## src/rtl/draw_sequencer.sv

```systemverilog
// draw_sequencer: drives the VGA pixel stream. After reset or a clear request it
// hands the screen to the init-screen stage and forwards that stage's pixels.
// Otherwise it paints one CELL_PX x CELL_PX grid cell per accepted request.
//
// Ports:
//   clk, rst_n                    clock, synchronous active-low reset
//   clear_req                     request a full-screen redraw through the init stage
//   cell_valid/cell_ready         cell paint handshake (cell_col, cell_row, cell_colour)
//   init_start                    one-cycle start pulse to the init-screen stage
//   init_waitrequest              init-screen stage busy
//   init_plot/x/y/colour          pixel stream from the init-screen stage
//   vga_plot/x/y/colour           pixel stream to the VGA adapter
//   busy                          high whenever the sequencer is not idle
module draw_sequencer #(
    parameter int unsigned ORIGIN_X = 32,
    parameter int unsigned ORIGIN_Y = 12,
    parameter int unsigned CELL_PX  = 6
) (
    input  logic       clk,
    input  logic       rst_n,
    input  logic       clear_req,
    input  logic       cell_valid,
    output logic       cell_ready,
    input  logic [3:0] cell_col,
    input  logic [3:0] cell_row,
    input  logic [2:0] cell_colour,
    output logic       init_start,
    input  logic       init_waitrequest,
    input  logic       init_plot,
    input  logic [7:0] init_x,
    input  logic [6:0] init_y,
    input  logic [2:0] init_colour,
    output logic       vga_plot,
    output logic [7:0] vga_x,
    output logic [6:0] vga_y,
    output logic [2:0] vga_colour,
    output logic       busy
);

    localparam int unsigned XW = 8;
    localparam int unsigned YW = 7;
    localparam int unsigned CW = 3;
    localparam int unsigned GW = 4;
    localparam int unsigned DW = (CELL_PX > 1) ? $clog2(CELL_PX) : 1;
    localparam logic [DW-1:0] D_LAST = DW'(CELL_PX - 1);

    typedef enum logic [1:0] {
        ST_INIT_START = 2'd0,
        ST_INIT_BUSY  = 2'd1,
        ST_IDLE       = 2'd2,
        ST_PAINT      = 2'd3
    } state_t;

    state_t        state, state_d;
    logic          init_seen, init_seen_d;
    logic [DW-1:0] dx, dx_d;
    logic [DW-1:0] dy, dy_d;
    logic [GW-1:0] col_q, col_d;
    logic [GW-1:0] row_q, row_d;
    logic [CW-1:0] colour_q, colour_d;
    logic [XW-1:0] pix_x;
    logic [YW-1:0] pix_y;

    // Current paint pixel; modulo-256 / modulo-128 arithmetic, max (127,107) for a 16x16 grid
    assign pix_x = XW'(ORIGIN_X) + XW'(CELL_PX) * XW'(col_q) + XW'(dx);
    assign pix_y = YW'(ORIGIN_Y) + YW'(CELL_PX) * YW'(row_q) + YW'(dy);

    // State and captured-cell registers
    always_ff @(posedge clk) begin
        if (!rst_n) begin
            state     <= ST_INIT_START;
            init_seen <= 1'b0;
            dx        <= '0;
            dy        <= '0;
            col_q     <= '0;
            row_q     <= '0;
            colour_q  <= '0;
        end else begin
            state     <= state_d;
            init_seen <= init_seen_d;
            dx        <= dx_d;
            dy        <= dy_d;
            col_q     <= col_d;
            row_q     <= row_d;
            colour_q  <= colour_d;
        end
    end

    // Next-state and output decode
    always_comb begin
        state_d     = state;
        init_seen_d = 1'b0;
        dx_d        = dx;
        dy_d        = dy;
        col_d       = col_q;
        row_d       = row_q;
        colour_d    = colour_q;
        init_start  = 1'b0;
        cell_ready  = 1'b0;
        vga_plot    = 1'b0;
        vga_x       = '0;
        vga_y       = '0;
        vga_colour  = '0;

        case (state)
            ST_INIT_START: begin
                init_start = 1'b1;
                state_d    = ST_INIT_BUSY;
            end
            ST_INIT_BUSY: begin
                vga_plot    = init_plot;
                vga_x       = init_x;
                vga_y       = init_y;
                vga_colour  = init_colour;
                // init_seen is clear on the entry cycle, so a stale low waitrequest cannot exit
                init_seen_d = 1'b1;
                if (init_seen && !init_waitrequest) begin
                    state_d = ST_IDLE;
                end
            end
            ST_IDLE: begin
                if (clear_req) begin
                    state_d = ST_INIT_START;
                end else begin
                    cell_ready = 1'b1;
                    if (cell_valid) begin
                        col_d    = cell_col;
                        row_d    = cell_row;
                        colour_d = cell_colour;
                        dx_d     = '0;
                        dy_d     = '0;
                        state_d  = ST_PAINT;
                    end
                end
            end
            ST_PAINT: begin
                vga_plot   = 1'b1;
                vga_x      = pix_x;
                vga_y      = pix_y;
                vga_colour = colour_q;
                // dx-fastest raster scan of the cell
                if (dx == D_LAST) begin
                    dx_d = '0;
                    if (dy == D_LAST) begin
                        state_d = ST_IDLE;
                    end else begin
                        dy_d = dy + DW'(1);
                    end
                end else begin
                    dx_d = dx + DW'(1);
                end
            end
            default: state_d = ST_INIT_START;
        endcase

        // Outputs are quiet while reset is held, independent of the pre-reset state
        if (!rst_n) begin
            init_start = 1'b0;
            cell_ready = 1'b0;
            vga_plot   = 1'b0;
            vga_x      = '0;
            vga_y      = '0;
            vga_colour = '0;
        end
    end

    assign busy = !rst_n || (state != ST_IDLE);

endmodule

```

## config.mk

```make
export PLATFORM = sky130hd
export DESIGN_NAME = draw_sequencer
export DESIGN_NICKNAME = d
export VERILOG_FILES = /design/src/rtl/draw_sequencer.sv
export SDC_FILE = /design/constraint.sdc
export NUM_CORES = 1
export LEC_CHECK = 0
export BUFFER_PORTS_ARGS = -buffer_cell sky130_fd_sc_hd__buf_2
export CAP_MARGIN = 20
export CORE_MARGIN = 2
export CORE_UTILIZATION = 40
export DETAILED_ROUTE_END_ITERATION = 8
export PLACE_DENSITY = 0.63
export SLEW_MARGIN = 5
export SYNTH_ARGS = -nofsm -noshare
export SYNTH_HDL_FRONTEND = slang
export SYNTH_SLANG_ARGS = --single-unit
```

## constraint.sdc

```tcl
create_clock -name clk -period 3.95 [get_ports clk]
set_clock_uncertainty 0.1 [all_clocks]
set_input_delay 0.9875 -clock clk [delete_from_list [all_inputs] [get_ports clk]]
set_output_delay 0.9875 -clock clk [all_outputs]
set_load 0.05 [all_outputs]
```

==> results.md <==
| Quantity | Value | Unit |
|:---|:---|:---|
| Outcome | completed | - |
| Final critical delay including setup and external delays | 3.759 | ns |
| Worst setup margin | 0.1909 | ns |
| Number of placed instances, taps included | 300 | - |
| TritonCTS clock tree | yes | - |
| Vias post-DR | 1582 | - |
| Final Core Density | 51.83 | % |
| Most instantiated flip-flop cell in the synthesis netlist | dfxtp_1 | - |
| Path category of the worst min-delay check | reg -> reg | - |
| XOR/XNOR Fraction of Synth Area | 4.037 | % |
| Maximum resistive drop on vdd | 0.1176 | mV |
| Routed WL per cell | 12.45 | um |
| Floorplan Core Area | 3971 | um2 |
| Gr ovfl total | 0 | - |
| Count of routing violations after the opening detailed-route iteration | 59 | - |
| Max FO, Critical Path | 4 | - |
| Cells on worst reg2reg path | 4 | - |
| Mean area per synthesized cell | 8.297 | um2 |
| Std-Cell Rows | 23 | - |
| Post-Synthesis Net Count | 255 | - |
| Number of port buffers | 56 | - |
| Crit start category | flop | - |
| Accumulated negative setup slack | 0 | ns |
| Vias/cell | 5.204 | - |
| WHS | 0.3711 | ns |
| Dominant combinational cell family by area after synthesis | compound AO/OA/AOI/OAI gates | - |
| Number of detailed-routing iterations run before antenna repair | 4 | - |
| Post-detail-place hpwl | 2.977 | mm |
| R2r setup slk | 2.16 | ns |
| Worst Path Required | 2.86 | ns |
| Final hold viol count | 0 | - |
| Power, Total | 0.5093 | mW |
| Highest-count cells in the layout ignoring fill and taps | 56 x buf_2, 31 x nand2_1, 20 x dfxtp_1 | - |
| Ys async rst share | 0 | % |
| Hold buffer count at CTS | 0 | - |
| Final Non-Filler Cells | 304 | - |
| GRT Total Usage | 17.80 | % |
| Die width | 68.09 | um |
| Max-cap viol count | 0 | - |
| Endpoints failing setup | 0 | - |
| Clock latency on the worst-skew pair | 0.26 | ns |
| Number of antenna violations at the first check in global routing | 0 | - |
| First-pass GRT wire length | 6.299 | mm |
| Yosys cell types | 41 | - |
| CP Data Arrival Time | 2.67 | ns |
| Placed inst area | 1987 | um2 |
| Measured slew at the worst slew-check pin | 0.5717 | ns |
| Synthesized instance count | 198 | - |
| Share of the clock period used by the worst path after layout | 95.17 | % |
| Proportion of layout cells with a drive suffix above 1 | 26.77 | % |
| Count of flip-flops with a built-in enable after synthesis | 0 | - |
| Clock transition time at the flip-flop clock pins of the worst setup and hold paths | 0.09 | ns |
| Mapped Area | 1643 | um2 |
| Number of register bits inferred by synthesis | 20 | - |
| Resized cells post-CTS | 0 | - |
| Seq/Total Area, Yosys | 24.37 | % |
| Adder-Cell Fraction of Synth Area | 18.58 | % |
| Final cell area excluding filler cells | 2058 | um2 |
| Number of top-level pins | 57 | - |
| Total power density per cell area | 247.4 | nW/um2 |
| Final antenna-violating net count | 0 | - |
| Bufs on Longest Clock Path | 2 | - |
| TritonCTS sink count | 20 | - |
| Largest net degree at the start of global routing | 24 | - |
| Routed WL | 3.784 | mm |
| Commonest non-fill, non-tap cell in the layout | buf_2 | - |
| Pleak | 1.030 | nW |
| RSZ-0062 raised after global routing | no | - |
| Peak Freq | 0.2660 | GHz |
| Y dimension of the die | 68.09 | um |
| Starting density of the core | 41.37 | % |
| Post-placement setup slack | 0.4542 | ns |
| Multiplexer fraction of the synthesized cell area | 1.219 | % |
| Overall die area | 4636 | um2 |
| Start-to-end type of the worst setup path | reg -> out | - |
| N_diodes | 0 | - |
| H-tree depth | 1 | - |
| Post-CTS setup repair buffer count | 0 | - |
| Worst slew margin | 61.56 | % |
| Final net count | 312 | - |
| RD Place Congestion | 0.7620 | - |
| Via count of the first global-routing pass | 1489 | - |
| Hold-critical path depth | 2 | - |
| Number of design rule violations left after detail routing | 0 | - |
| Area growth from synthesis to layout | 25.29 | % |
| Synth Area in Compound Gates | 24.68 | % |
| Yosys warning total | 0 | - |
| Setup crit end kind | output port | - |
| Max-slew violation total from the final report | 0 | - |
| CTS root buf | clkbuf_8 | - |
| Simple-gate area share of the yosys netlist | 21.71 | % |
| CTS buffer count | 3 | - |
## synth_stat cells, drive strengths merged, types with 4 or more instances
library cell | count | area, um2
a21oi | 5 | 25.02
a21o | 4 | 30.03
dfxtp | 20 | 400.4
or4 | 4 | 33.78
clkbuf | 7 | 26.28
nand2 | 31 | 116.4
a21boi | 14 | 105.1
fa | 4 | 80.08
a22o | 9 | 78.83
and3 | 4 | 25.02
ha | 18 | 225.2
nor2b | 5 | 31.28
inv | 14 | 52.55
nand3 | 8 | 40.04
nor2 | 6 | 22.52
o21ai | 8 | 40.04
## cells by family (layout without fill, tap and decap cells)
group / Yosys count / in the layout
AO/OA/AOI/OAI: 55 / 55
multiplexers: 2 / 2
flip-flops: 20 / 20
AND/OR/NAND/NOR: 70 / 70
adder cells (fa/ha/maj): 22 / 22
buffers and inverters: 23 / 79
XOR/XNOR: 6 / 6
## where the power goes
group	total (mW)	internal [mW]	switching (mW)	leakage [nW]
sequential	0.208	0.204	0.00447	0.162
combinational	0.0914	0.0325	0.0589	0.832
clock	0.210	0.135	0.0743	0.0357
## routing by layer
metal	global-route usage (%)	up-vias	share of wire [%]
li1	-	825	-
met1	22.26	710	47
met2	30.70	41	46
met3	2.796	6	5.5
met4	6.500	0	1.5
met5	0	-	0
## worst max-delay path, cell delays in order, from the launching register on
cell,delay [ns]
dfxtp_1,0.35
ha_1,0.21
fa_1,0.55
inv_1,0.06
ha_1,0.26
a21o_1,0.18
a21oi_1,0.18
xnor3_1,0.24
o21ai_1,0.11
buf_2,0.27
## cell type report
class | count | area [um2]
well taps | 50 | 62.56
flip-flops and latches | 20 | 400.4
fillers | 409 | 1913
clock buffers | 3 | 41.29
clock inverters | 1 | 30.03
multi-input cells | 155 | 1154
inverters | 14 | 52.55
repair buffers | 61 | 317.8
## registers in the layout (all words and copies together), names as in the netlist
signal	count
init_seen	1
colour_q	3
dx	3
col_q	4
dy	3
state	2
row_q	4
## final timing paths
check / to / startpoint
setup reg to reg: dy[0] / state[1]
hold / removal: colour_q[1] / colour_q[1]
hold reg to reg: colour_q[1] / colour_q[1]
setup / recovery: vga_y[5] / row_q[1]
(Power assumes the default switching activity.)
